### src/rtl/piece_cursor_if.sv
// piece_cursor_if: keyboard/board inputs and cursor/drop outputs of piece_cursor.
//   keycode    : current HID keycode (0x04 left, 0x07 right, 0x2C drop)
//   land_row   : lowest empty row of the selected column (NUM_ROWS = full)
//   PieceX/Y   : pixel position of the active piece
//   cur_col    : selected column
//   busy       : piece is falling or landing
//   drop_valid : one-cycle landing pulse, drop_row holds the landed row
// master modport drives keycode/land_row; slave modport is the cursor side.
interface piece_cursor_if #(
  parameter int unsigned NUM_COLS = 7,
  parameter int unsigned NUM_ROWS = 6
);
  localparam int unsigned CW = (NUM_COLS > 1) ? $clog2(NUM_COLS) : 1;
  localparam int unsigned RW = $clog2(NUM_ROWS + 1);

  logic [7:0]    keycode;
  logic [RW-1:0] land_row;
  logic [9:0]    PieceX;
  logic [9:0]    PieceY;
  logic [CW-1:0] cur_col;
  logic          busy;
  logic          drop_valid;
  logic [RW-1:0] drop_row;

  modport master (
    output keycode, land_row,
    input  PieceX, PieceY, cur_col, busy, drop_valid, drop_row
  );

  modport slave (
    input  keycode, land_row,
    output PieceX, PieceY, cur_col, busy, drop_valid, drop_row
  );
endinterface

### src/rtl/piece_cursor.sv
// piece_cursor: column selector and falling-piece animator for a drop-piece board.
// Ports:
//   frame_clk : sole clock, one tick per video frame
//   Reset     : asynchronous active-low reset
//   bus       : piece_cursor_if.slave (keycode/land_row in; PieceX/PieceY,
//               cur_col, busy, drop_valid, drop_row out)
// Keys act only on the cycle the keycode changes. In HOVER left/right move the
// column and drop starts a fall toward land_row; keys are ignored while busy.
// Optional feature: define PIECE_CURSOR_WRAP_EN to wrap the column at both
// ends instead of saturating.
module piece_cursor #(
  parameter int unsigned NUM_COLS  = 7,
  parameter int unsigned NUM_ROWS  = 6,
  parameter int unsigned ORIGIN_X  = 300,
  parameter int unsigned ORIGIN_Y  = 75,
  parameter int unsigned CELL_W    = 40,
  parameter int unsigned CELL_H    = 40,
  parameter int unsigned FALL_STEP = 8
) (
  input logic           frame_clk,
  input logic           Reset,
  piece_cursor_if.slave bus
);
  localparam int unsigned CW = (NUM_COLS > 1) ? $clog2(NUM_COLS) : 1;
  localparam int unsigned RW = $clog2(NUM_ROWS + 1);

  localparam logic [7:0]    KEY_LEFT  = 8'h04;
  localparam logic [7:0]    KEY_RIGHT = 8'h07;
  localparam logic [7:0]    KEY_DROP  = 8'h2C;
  localparam logic [CW-1:0] COL_MAX   = CW'(NUM_COLS - 1);
  localparam logic [CW-1:0] COL_RST   = CW'(NUM_COLS / 2);
  localparam logic [9:0]    HOVER_Y   = 10'(ORIGIN_Y);
  localparam logic [9:0]    RST_X     = 10'(ORIGIN_X + CELL_W * (NUM_COLS / 2));

  typedef enum logic [1:0] {HOVER, FALL, LAND} state_t;

  state_t        state_q, state_d;
  logic [CW-1:0] col_q, col_d;
  logic [7:0]    prev_key_q;
  logic [RW-1:0] row_q, row_d;
  logic [RW-1:0] drop_row_q, drop_row_d;
  logic [9:0]    py_q, py_d;
  logic [9:0]    px_q, px_d;
  logic          busy_q, busy_d;
  logic          dv_q, dv_d;

  logic          key_edge;
  logic [10:0]   step_y;
  logic [10:0]   target_y;

  // State and output registers; reset aborts any fall without a landing pulse.
  always_ff @(posedge frame_clk or negedge Reset) begin
    if (!Reset) begin
      state_q    <= HOVER;
      col_q      <= COL_RST;
      prev_key_q <= 8'h00;
      row_q      <= '0;
      drop_row_q <= '0;
      py_q       <= HOVER_Y;
      px_q       <= RST_X;
      busy_q     <= 1'b0;
      dv_q       <= 1'b0;
    end else begin
      state_q    <= state_d;
      col_q      <= col_d;
      prev_key_q <= bus.keycode;
      row_q      <= row_d;
      drop_row_q <= drop_row_d;
      py_q       <= py_d;
      px_q       <= px_d;
      busy_q     <= busy_d;
      dv_q       <= dv_d;
    end
  end

  // Next-state and next-output logic.
  always_comb begin
    state_d    = state_q;
    col_d      = col_q;
    row_d      = row_q;
    drop_row_d = drop_row_q;
    py_d       = py_q;
    key_edge   = (bus.keycode != prev_key_q);
    step_y     = 11'(py_q) + 11'(FALL_STEP);
    // Landed piece sits one cell below the hover line per row index.
    target_y   = 11'(ORIGIN_Y) + 11'(CELL_H) * (11'(row_q) + 11'd1);

    case (state_q)
      HOVER: begin
        py_d = HOVER_Y;
        if (key_edge) begin
          case (bus.keycode)
            KEY_LEFT: begin
              if (col_q == '0) begin
`ifdef PIECE_CURSOR_WRAP_EN
                col_d = COL_MAX;
`else
                col_d = '0;
`endif
              end else begin
                col_d = col_q - CW'(1);
              end
            end
            KEY_RIGHT: begin
              if (col_q == COL_MAX) begin
`ifdef PIECE_CURSOR_WRAP_EN
                col_d = '0;
`else
                col_d = COL_MAX;
`endif
              end else begin
                col_d = col_q + CW'(1);
              end
            end
            KEY_DROP: begin
              // A full column reports NUM_ROWS and cannot accept a piece.
              if (bus.land_row < RW'(NUM_ROWS)) begin
                row_d   = bus.land_row;
                state_d = FALL;
              end
            end
            default: ;
          endcase
        end
      end
      FALL: begin
        // Final step snaps to the exact landing Y rather than overshooting.
        if (step_y >= target_y) begin
          py_d       = 10'(target_y);
          drop_row_d = row_q;
          state_d    = LAND;
        end else begin
          py_d = 10'(step_y);
        end
      end
      LAND: begin
        py_d    = HOVER_Y;
        state_d = HOVER;
      end
      default: begin
        py_d    = HOVER_Y;
        state_d = HOVER;
      end
    endcase

    px_d   = 10'(ORIGIN_X) + 10'(CELL_W) * 10'(col_d);
    busy_d = (state_d != HOVER);
    dv_d   = (state_d == LAND);
  end

  assign bus.PieceX     = px_q;
  assign bus.PieceY     = py_q;
  assign bus.cur_col    = col_q;
  assign bus.busy       = busy_q;
  assign bus.drop_valid = dv_q;
  assign bus.drop_row   = drop_row_q;
endmodule

### src/flat_wrapper.sv
// flat-port wrapper written by rule: the top's interface ports become plain ports
module piece_cursor_flat 
#(
  parameter int unsigned NUM_COLS  = 7,
  parameter int unsigned NUM_ROWS  = 6,
  parameter int unsigned ORIGIN_X  = 300,
  parameter int unsigned ORIGIN_Y  = 75,
  parameter int unsigned CELL_W    = 40,
  parameter int unsigned CELL_H    = 40,
  parameter int unsigned FALL_STEP = 8
)
  (frame_clk, Reset, bus_keycode, bus_land_row, bus_PieceX, bus_PieceY, bus_cur_col, bus_busy, bus_drop_valid, bus_drop_row);
  piece_cursor_if #(.NUM_COLS(NUM_COLS), .NUM_ROWS(NUM_ROWS)) bus_i ();
  input logic frame_clk;
  input logic Reset;
  input wire logic [$bits(bus_i.keycode)-1:0] bus_keycode;
  input wire logic [$bits(bus_i.land_row)-1:0] bus_land_row;
  output wire logic [$bits(bus_i.PieceX)-1:0] bus_PieceX;
  output wire logic [$bits(bus_i.PieceY)-1:0] bus_PieceY;
  output wire logic [$bits(bus_i.cur_col)-1:0] bus_cur_col;
  output wire logic [$bits(bus_i.busy)-1:0] bus_busy;
  output wire logic [$bits(bus_i.drop_valid)-1:0] bus_drop_valid;
  output wire logic [$bits(bus_i.drop_row)-1:0] bus_drop_row;
  assign bus_i.keycode = bus_keycode;
  assign bus_i.land_row = bus_land_row;
  assign bus_PieceX = bus_i.PieceX;
  assign bus_PieceY = bus_i.PieceY;
  assign bus_cur_col = bus_i.cur_col;
  assign bus_busy = bus_i.busy;
  assign bus_drop_valid = bus_i.drop_valid;
  assign bus_drop_row = bus_i.drop_row;
  piece_cursor #(.NUM_COLS(NUM_COLS), .NUM_ROWS(NUM_ROWS), .ORIGIN_X(ORIGIN_X), .ORIGIN_Y(ORIGIN_Y), .CELL_W(CELL_W), .CELL_H(CELL_H), .FALL_STEP(FALL_STEP)) u_core (.frame_clk(frame_clk), .Reset(Reset), .bus(bus_i));
endmodule
### config.mk
export PLATFORM = sky130hd
export DESIGN_NAME = piece_cursor_flat
export DESIGN_NICKNAME = d
export VERILOG_FILES = /design/src/rtl/piece_cursor_if.sv /design/src/rtl/piece_cursor.sv /design/src/flat_wrapper.sv
export SDC_FILE = /design/constraint.sdc
export NUM_CORES = 1
export LEC_CHECK = 0
export BUFFER_PORTS_ARGS = -buffer_cell sky130_fd_sc_hd__buf_4
export CORE_UTILIZATION = 60
export CTS_CLUSTER_DIAMETER = 60
export DETAILED_ROUTE_END_ITERATION = 10
export PLACE_DENSITY_LB_ADDON = 0.05
export SYNTH_ARGS = -nofsm -noshare
export SYNTH_HDL_FRONTEND = slang
export SYNTH_SLANG_ARGS = --single-unit
### constraint.sdc
create_clock -name frame_clk -period 10.25 [get_ports frame_clk]
set_clock_uncertainty 0.15 [all_clocks]
set_input_delay 2.05 -clock frame_clk [delete_from_list [all_inputs] [get_ports frame_clk]]
set_output_delay 2.05 -clock frame_clk [all_outputs]
set_load 0.03 [all_outputs]
==> impl_metrics.json, run 1 <==
{
  "detail_route.wl_per_cell_um": 15.95,
  "global_route.usage.total_pct": 24.95,
  "post-route-cell-area_sq_mm": 0.002658,
  "critPathRequiredTime_ps": 10310,
  "cts_post_setup_buffers_inserted": 0,
  "die_h_um": 63.47,
  "worst_path_cell_trace": "inv_1 -> ha_1 -> inv_1 -> ha_1 -> ha_1 -> fa_1 -> o21ai_0 -> or4_1 -> ha_1 -> a21oi_1 -> nand2_1 -> or3_1",
  "setup_slack_ps": 5537,
  "avgSynthCellArea_sq_um": 11.06,
  "tightest_slew_ps": 566.9,
  "timing.critical_path.slowest_cell_delay_ps": 580,
  "cts.sink_count": 36,
  "globalplace.congestion": 0.9335,
  "run_status": "finished, final reports clean",
  "cp_max_fo": 11,
  "place.detailed.instances": 281,
  "nFillCells": 243,
  "yosys.cell_types.count": 46,
  "final-hold-violation-count": 0,
  "clkLatencyLatePin_ps": 290,
  "areaGrowthSynthToFinish_pct": 17.22,
  "setup_violations": 0,
  "clk_pin_slew_worst_paths_ps": 70,
  "synth_sequential_area_ratio_pct": 40.18,
  "ant_nets": 0,
  "io_buffers": 36,
  "total_leakage_power_uw": 0.001289,
  "dpl_cell_area_sq_mm": 0.002546,
  "ios": 41,
  "report.final.slew_viol_count": 0,
  "drive_above_1_share_pct": 27.98,
  "worst_slew_margin_rel_pct": 62.20,
  "cts_resized": 0,
  "synth_enable_flop_cells": 0,
  "initial_utilization_pct": 65.37,
  "drv_cap": 0,
  "cellPowerDensity_mw_per_mm2": 150.4,
  "grt_pass1_vias": 1724,
  "crit_arrival_ps": 4770,
  "finalWirelength_mm": 4.609,
  "fin_nets": 279,
  "cp_top_family": "adder cells",
  "avgViaCountPerCell": 5.841,
  "antenna_found_initial": 0,
  "async_flop_share_pct": 100.0,
  "numCtsBuffers": 5,
  "synth_ff_type": "dfrtp_1",
  "min_period_over_period_pct": 45.98,
  "vdd.ir_drop.worst_uv": 107.0,
  "ctsHtreeMaxLevel": 2,
  "tns_ps": 0,
  "grt_pass1_wl_mm": 7.721,
  "drt_iter0_drc": 59,
  "die_w_um": 63.47,
  "synth_warnings": 0,
  "timing.critical_path.slowest_stage_cell": "dfrtp_1",
  "globalRouteOverflowTotal": 0,
  "die-area_sq_mm": 0.004028,
  "core.rowCount": 21,
  "ys_ff_latch": 36,
  "dp_slack_ps": 5554,
  "final_critical_delay_including_setup_and_external_delays_ps": 4713,
  "via_count": 1688,
  "clock_tree_from_tritoncts": "yes",
  "core-area_sq_mm": 0.003468,
  "hold_fix_buffers_at_cts": 0,
  "worstHoldPathType": "reg -> reg",
  "final-instance-count-excl-fill": 289,
  "critPathLaunchType": "register",
  "endpoint_kind_of_the_worst_setup_timing_path": "register",
  "antenna_cells": 0,
  "bufs_and_invs_on_worst_path": 2,
  "largest_net_degree_at_the_start_of_global_routing": 37,
  "route.detailed.drc": 0,
  "worst_path_most_repeated_cell": "ha_1",
  "post_synth_inst_count": 205,
  "grt_setup_unrepaired": "false",
  "syn-cell-area_sq_mm": 0.002267,
  "dp.final_hpwl_mm": 3.458,
  "fmax_mhz": 212.2,
  "library_cell_used_as_clock_root_buffer": "clkbuf_8",
  "detail_route.first_pass.iterations": 4,
  "criticalPathCategory": "reg -> reg",
  "deepest_clock_path_buffer_count": 2
}
## path summary, 6_finish.rpt
path                                                     from                                 end  slack, ps  depth (start not counted)
max                               u_core.row_q[0]$_DFFE_PN0P_    u_core.bus.PieceY[1]$_DFFE_PN1P_       5540                         12
min in group asynchronous                               Reset      u_core.prev_key_q[4]$_DFF_PN0_       1560                          1
max in group asynchronous                               Reset      u_core.bus.PieceX[8]$_DFF_PN1_       8050                          1
min reg2reg                u_core.bus.drop_row[1]$_DFFE_PN0P_  u_core.bus.drop_row[1]$_DFFE_PN0P_        370                          1
max reg2reg                       u_core.row_q[0]$_DFFE_PN0P_    u_core.bus.PieceY[1]$_DFFE_PN1P_       5540                         12
min                        u_core.bus.drop_row[1]$_DFFE_PN0P_  u_core.bus.drop_row[1]$_DFFE_PN0P_        370                          1
## per-stage QoR
step	hold WS, ps	util, %	power (uW)
after floorplan	420.4	-	242.1
after global placement	343.4	73.41	274.6
after CTS	373.6	76.62	402.9
after detailed placement	356.3	73.41	278.2
after global routing	402.5	76.62	418.7
final	366.8	76.62	399.7
## final cells by class
cell class	instances	area, sq um	area share (%)
timing repair buffer	36	270.3	10.17
clock buffer	5	68.82	2.589
tap	46	57.56	2.166
sequential	36	910.9	34.27
inverter	12	45.04	1.695
clock inverter	3	42.54	1.601
multi-input combinational	151	1262	47.50
## worst reg2reg max path, cell delays in order, from the launching register on
cell     delay [ps]
dfrtp_1         580
inv_1           160
ha_1            370
inv_1            70
ha_1            270
ha_1            230
fa_1            540
o21ai_0         160
or4_1           540
ha_1            350
a21oi_1         500
nand2_1         310
or3_1           420
## Yosys cell counts, types with 3 or more instances
| cell | number | area share, % |
|---|---|---|
| a211oi_1 | 5 | 1.7 |
| a21o_1 | 3 | 0.99 |
| a21oi_1 | 13 | 2.9 |
| and3_1 | 4 | 1.1 |
| buf_4 | 5 | 1.7 |
| dfrtp_1 | 28 | 31 |
| dfstp_2 | 8 | 9.3 |
| ha_1 | 22 | 12 |
| inv_1 | 12 | 2.0 |
| mux2_2 | 5 | 2.5 |
| mux2_4 | 3 | 2.0 |
| mux2i_1 | 3 | 1.3 |
| nand2_1 | 10 | 1.7 |
| nand2b_1 | 3 | 0.83 |
| nand3_1 | 6 | 1.3 |
| nor2_1 | 6 | 0.99 |
| nor3_1 | 7 | 1.5 |
| o21ai_0 | 6 | 1.3 |
| xnor2_1 | 9 | 3.5 |
| xor2_1 | 14 | 5.4 |
## registers in the layout (all words and copies together), names as in the netlist
| register | count |
|---|---|
| u_core.bus.cur_col | 3 |
| u_core.state_q | 2 |
| u_core.prev_key_q | 8 |
| u_core.bus.busy | 1 |
| u_core.bus.drop_valid | 1 |
| u_core.bus.drop_row | 3 |
| u_core.bus.PieceY | 8 |
| u_core.row_q | 3 |
| u_core.bus.PieceX | 7 |
## report_power, final
| group | internal (uW) | switching, uW |
|---|---|---|
| sequential | 158 | 7.76 |
| combinational | 42.0 | 69.1 |
| clock | 71.9 | 51.2 |
| total | 272 | 128 |
## metal layers
| metal | routed length [um] | global-route usage, % | vias to the layer above |
|---|---|---|---|
| li1 | - | - | 785 |
| met1 | 1838 | 27.47 | 845 |
| met2 | 2509 | 46.41 | 47 |
| met3 | 180 | 5.435 | 11 |
| met4 | 81 | 8.807 | 0 |
| met5 | 0 | 0 | - |
## cell usage in the layout, fill, tap and decap left out, types with 5 or more instances in the layout
master,count
nor2_1,6
nand2_1,10
a211oi_1,5
mux2_2,5
nand3_1,6
xor2_1,14
dfrtp_1,28
nor3_1,7
o21ai_0,6
inv_1,12
a21oi_1,13
buf_4,36
clkbuf_8,5
ha_1,22
xnor2_1,9
dfstp_2,8
## cell families after synthesis
family          after synthesis  synth area share, %
simple gates                 47                12.64
flops                        36                40.18
buf+inv                      20                4.470
compound gates               41                12.80
other cells                   2               0.3312
xor+xnor                     24                9.879
mux                          11                5.794
fa+ha+maj                    24                13.91
Power figures use the tool's default switching activity.
==> inputs of run 2 (changes only) <==
CORE_UTILIZATION = 50   (was 60)
clock period = 3.81 ns   (was 10.25 ns; I/O delays follow)
==> run 2 against run 1 <==
Net effect: clock-buffer cell count grew 1; critical path type unchanged; via count shrank 1.8%; utilization shrank 12 points; critical endpoint unchanged; die area grew 19%.
==> impl_metrics.json, run 2 (synthesized netlist as in run 1, its figures left out) <==
{
  "final_common_cell": "buf_4",
  "core-area_sq_mm": 0.004354,
  "core.rowCount": 24,
  "antenna_found_initial": 0,
  "ctsHtreeMaxLevel": 2,
  "setup_violations": 0,
  "commonest_cells_after_routing_fill_and_taps_aside": "44 x buf_4, 28 x dfrtp_1, 19 x ha_1",
  "worst_path_cell_trace": "inv_2 -> ha_4 -> inv_1 -> ha_1 -> ha_2 -> fa_2 -> o21ai_2 -> xnor2_2 -> ha_1 -> a211oi_2 -> nand2_1 -> o2111ai_4 -> nand2_4 -> or3_1",
  "report.final.slew_viol_count": 0,
  "deepest_clock_path_buffer_count": 2,
  "crit_arrival_ps": 3780,
  "final-hold-violation-count": 0,
  "fin_nets": 287,
  "areaGrowthSynthToFinish_pct": 23.79,
  "numCtsBuffers": 5,
  "clock_tree_from_tritoncts": "yes",
  "dp_slack_ps": 28.81,
  "avgViaCountPerCell": 5.469,
  "clkLatencyLatePin_ps": 290,
  "io_buffers": 36,
  "die_w_um": 69.34,
  "multi_input_area_sq_mm": 0.001363,
  "library_cell_used_as_clock_root_buffer": "clkbuf_8",
  "cts.sink_count": 36,
  "seq_area_sq_um": 910.9,
  "total_leakage_power_uw": 0.001336,
  "timing.critical_path.slowest_stage_cell": "fa_2",
  "cp_top_family": "adder cells",
  "cellPowerDensity_mw_per_mm2": 376.0,
  "critPathLaunchType": "register",
  "setup_slack_ps": 87.19,
  "initial_utilization_pct": 52.07,
  "drive_above_1_share_pct": 36.25,
  "dpl_cell_area_sq_mm": 0.002651,
  "min_period_over_period_pct": 97.71,
  "detail_route.first_pass.iterations": 5,
  "criticalPathCategory": "reg -> reg",
  "via_count": 1657,
  "hold_fix_buffers_at_cts": 0,
  "largest_net_degree_at_the_start_of_global_routing": 37,
  "die-area_sq_mm": 0.004807,
  "run_status": "finished, final reports clean",
  "total_power_uw": 1055,
  "cp_max_fo": 7,
  "dp.final_hpwl_mm": 3.601,
  "drv_cap": 0,
  "globalplace.congestion": 0.9163,
  "globalRouteOverflowTotal": 0,
  "post-route-cell-area_sq_mm": 0.002806,
  "drt_iter0_drc": 76,
  "timing.critical_path.slowest_cell_delay_ps": 560,
  "critPathRequiredTime_ps": 3870,
  "grt_pass1_vias": 1725,
  "worst_path_most_repeated_cell": "ha_1",
  "endpoint_kind_of_the_worst_setup_timing_path": "register",
  "antenna_cells": 0,
  "vdd.ir_drop.worst_uv": 248.1,
  "route.detailed.drc": 0,
  "fmax_mhz": 268.6,
  "detail_route.wl_per_cell_um": 15.60,
  "ant_nets": 0,
  "bufs_and_invs_on_worst_path": 2,
  "final_critical_delay_including_setup_and_external_delays_ps": 3723,
  "nFillCells": 358,
  "die_h_um": 69.34,
  "grt_pass1_wl_mm": 8.004,
  "clk_pin_slew_worst_paths_ps": 80,
  "ios": 41,
  "fin_worst_hold_slack_ps": 269.2,
  "reg2reg_slack_ps": 90,
  "tns_ps": 0,
  "worstHoldPathType": "in -> async",
  "global_route.usage.total_pct": 20.98,
  "finalWirelength_mm": 4.727
}
## run 2: cell type report
cell class | count | area share, %
clock buffer | 6 | 2.942
timing repair buffer | 44 | 11.77
multi-input combinational | 151 | 48.55
tap | 52 | 2.318
clock inverter | 2 | 0.3567
sequential | 36 | 32.46
inverter | 12 | 1.605
## run 2: metal layers
layer  GRT usage [%]  vias up  part of all wire, %
met2           37.11       40                   54
li1                -      803                    -
met1           24.50      800                   40
met4           8.163        0                  2.9
met3           4.797       14                  3.7
met5               0        -                    0
## run 2: path summary, 6_finish.rpt
check / end / from / depth (start not counted)
worst min-delay path: u_core.row_q[1]$_DFFE_PN0P_ / Reset / 1
worst max register to register: u_core.bus.PieceY[1]$_DFFE_PN1P_ / u_core.row_q[0]$_DFFE_PN0P_ / 14
worst min register to register: u_core.bus.drop_row[2]$_DFFE_PN0P_ / u_core.bus.drop_row[2]$_DFFE_PN0P_ / 1
worst max-delay path: u_core.bus.PieceY[1]$_DFFE_PN1P_ / u_core.row_q[0]$_DFFE_PN0P_ / 14
max in group asynchronous: u_core.bus.PieceY[6]$_DFF_PN1_ / Reset / 1
min in group frame_clk: u_core.bus.drop_row[2]$_DFFE_PN0P_ / u_core.bus.drop_row[2]$_DFFE_PN0P_ / 1
## run 2: per-stage QoR
| stage | util, % | std cells |
|---|---|---|
| CTS | 63.02 | 301 |
| global placement | 60.89 | 293 |
| floorplan | - | 207 |
| detailed placement | 60.89 | 293 |
| global route | 64.45 | 303 |
| finish | 64.45 | 303 |
## run 2: power breakdown
| part | internal (uW) | leakage, uW | total (uW) | switching (uW) |
|---|---|---|---|---|
| clock | 144 | 0.0000510 | 279 | 135 |
| combinational | 135 | 0.000847 | 334 | 198 |
| sequential | 424 | 0.000438 | 442 | 17.6 |
## run 2: worst reg2reg max path, cell delays in order (launching register included)
cell	delay, ps
dfrtp_1	390
inv_2	70
ha_4	270
inv_1	40
ha_1	270
ha_2	210
fa_2	560
o21ai_2	90
xnor2_2	160
ha_1	340
a211oi_2	210
nand2_1	140
o2111ai_4	280
nand2_4	120
or3_1	360
## run 2: repair_timing
item                                   4_1_cts  5_1_grt
setup endpoints to repair                    0       12
gates resized for setup                      0       11
endpoints found under the hold margin        0        0
buffers inserted                             0        2
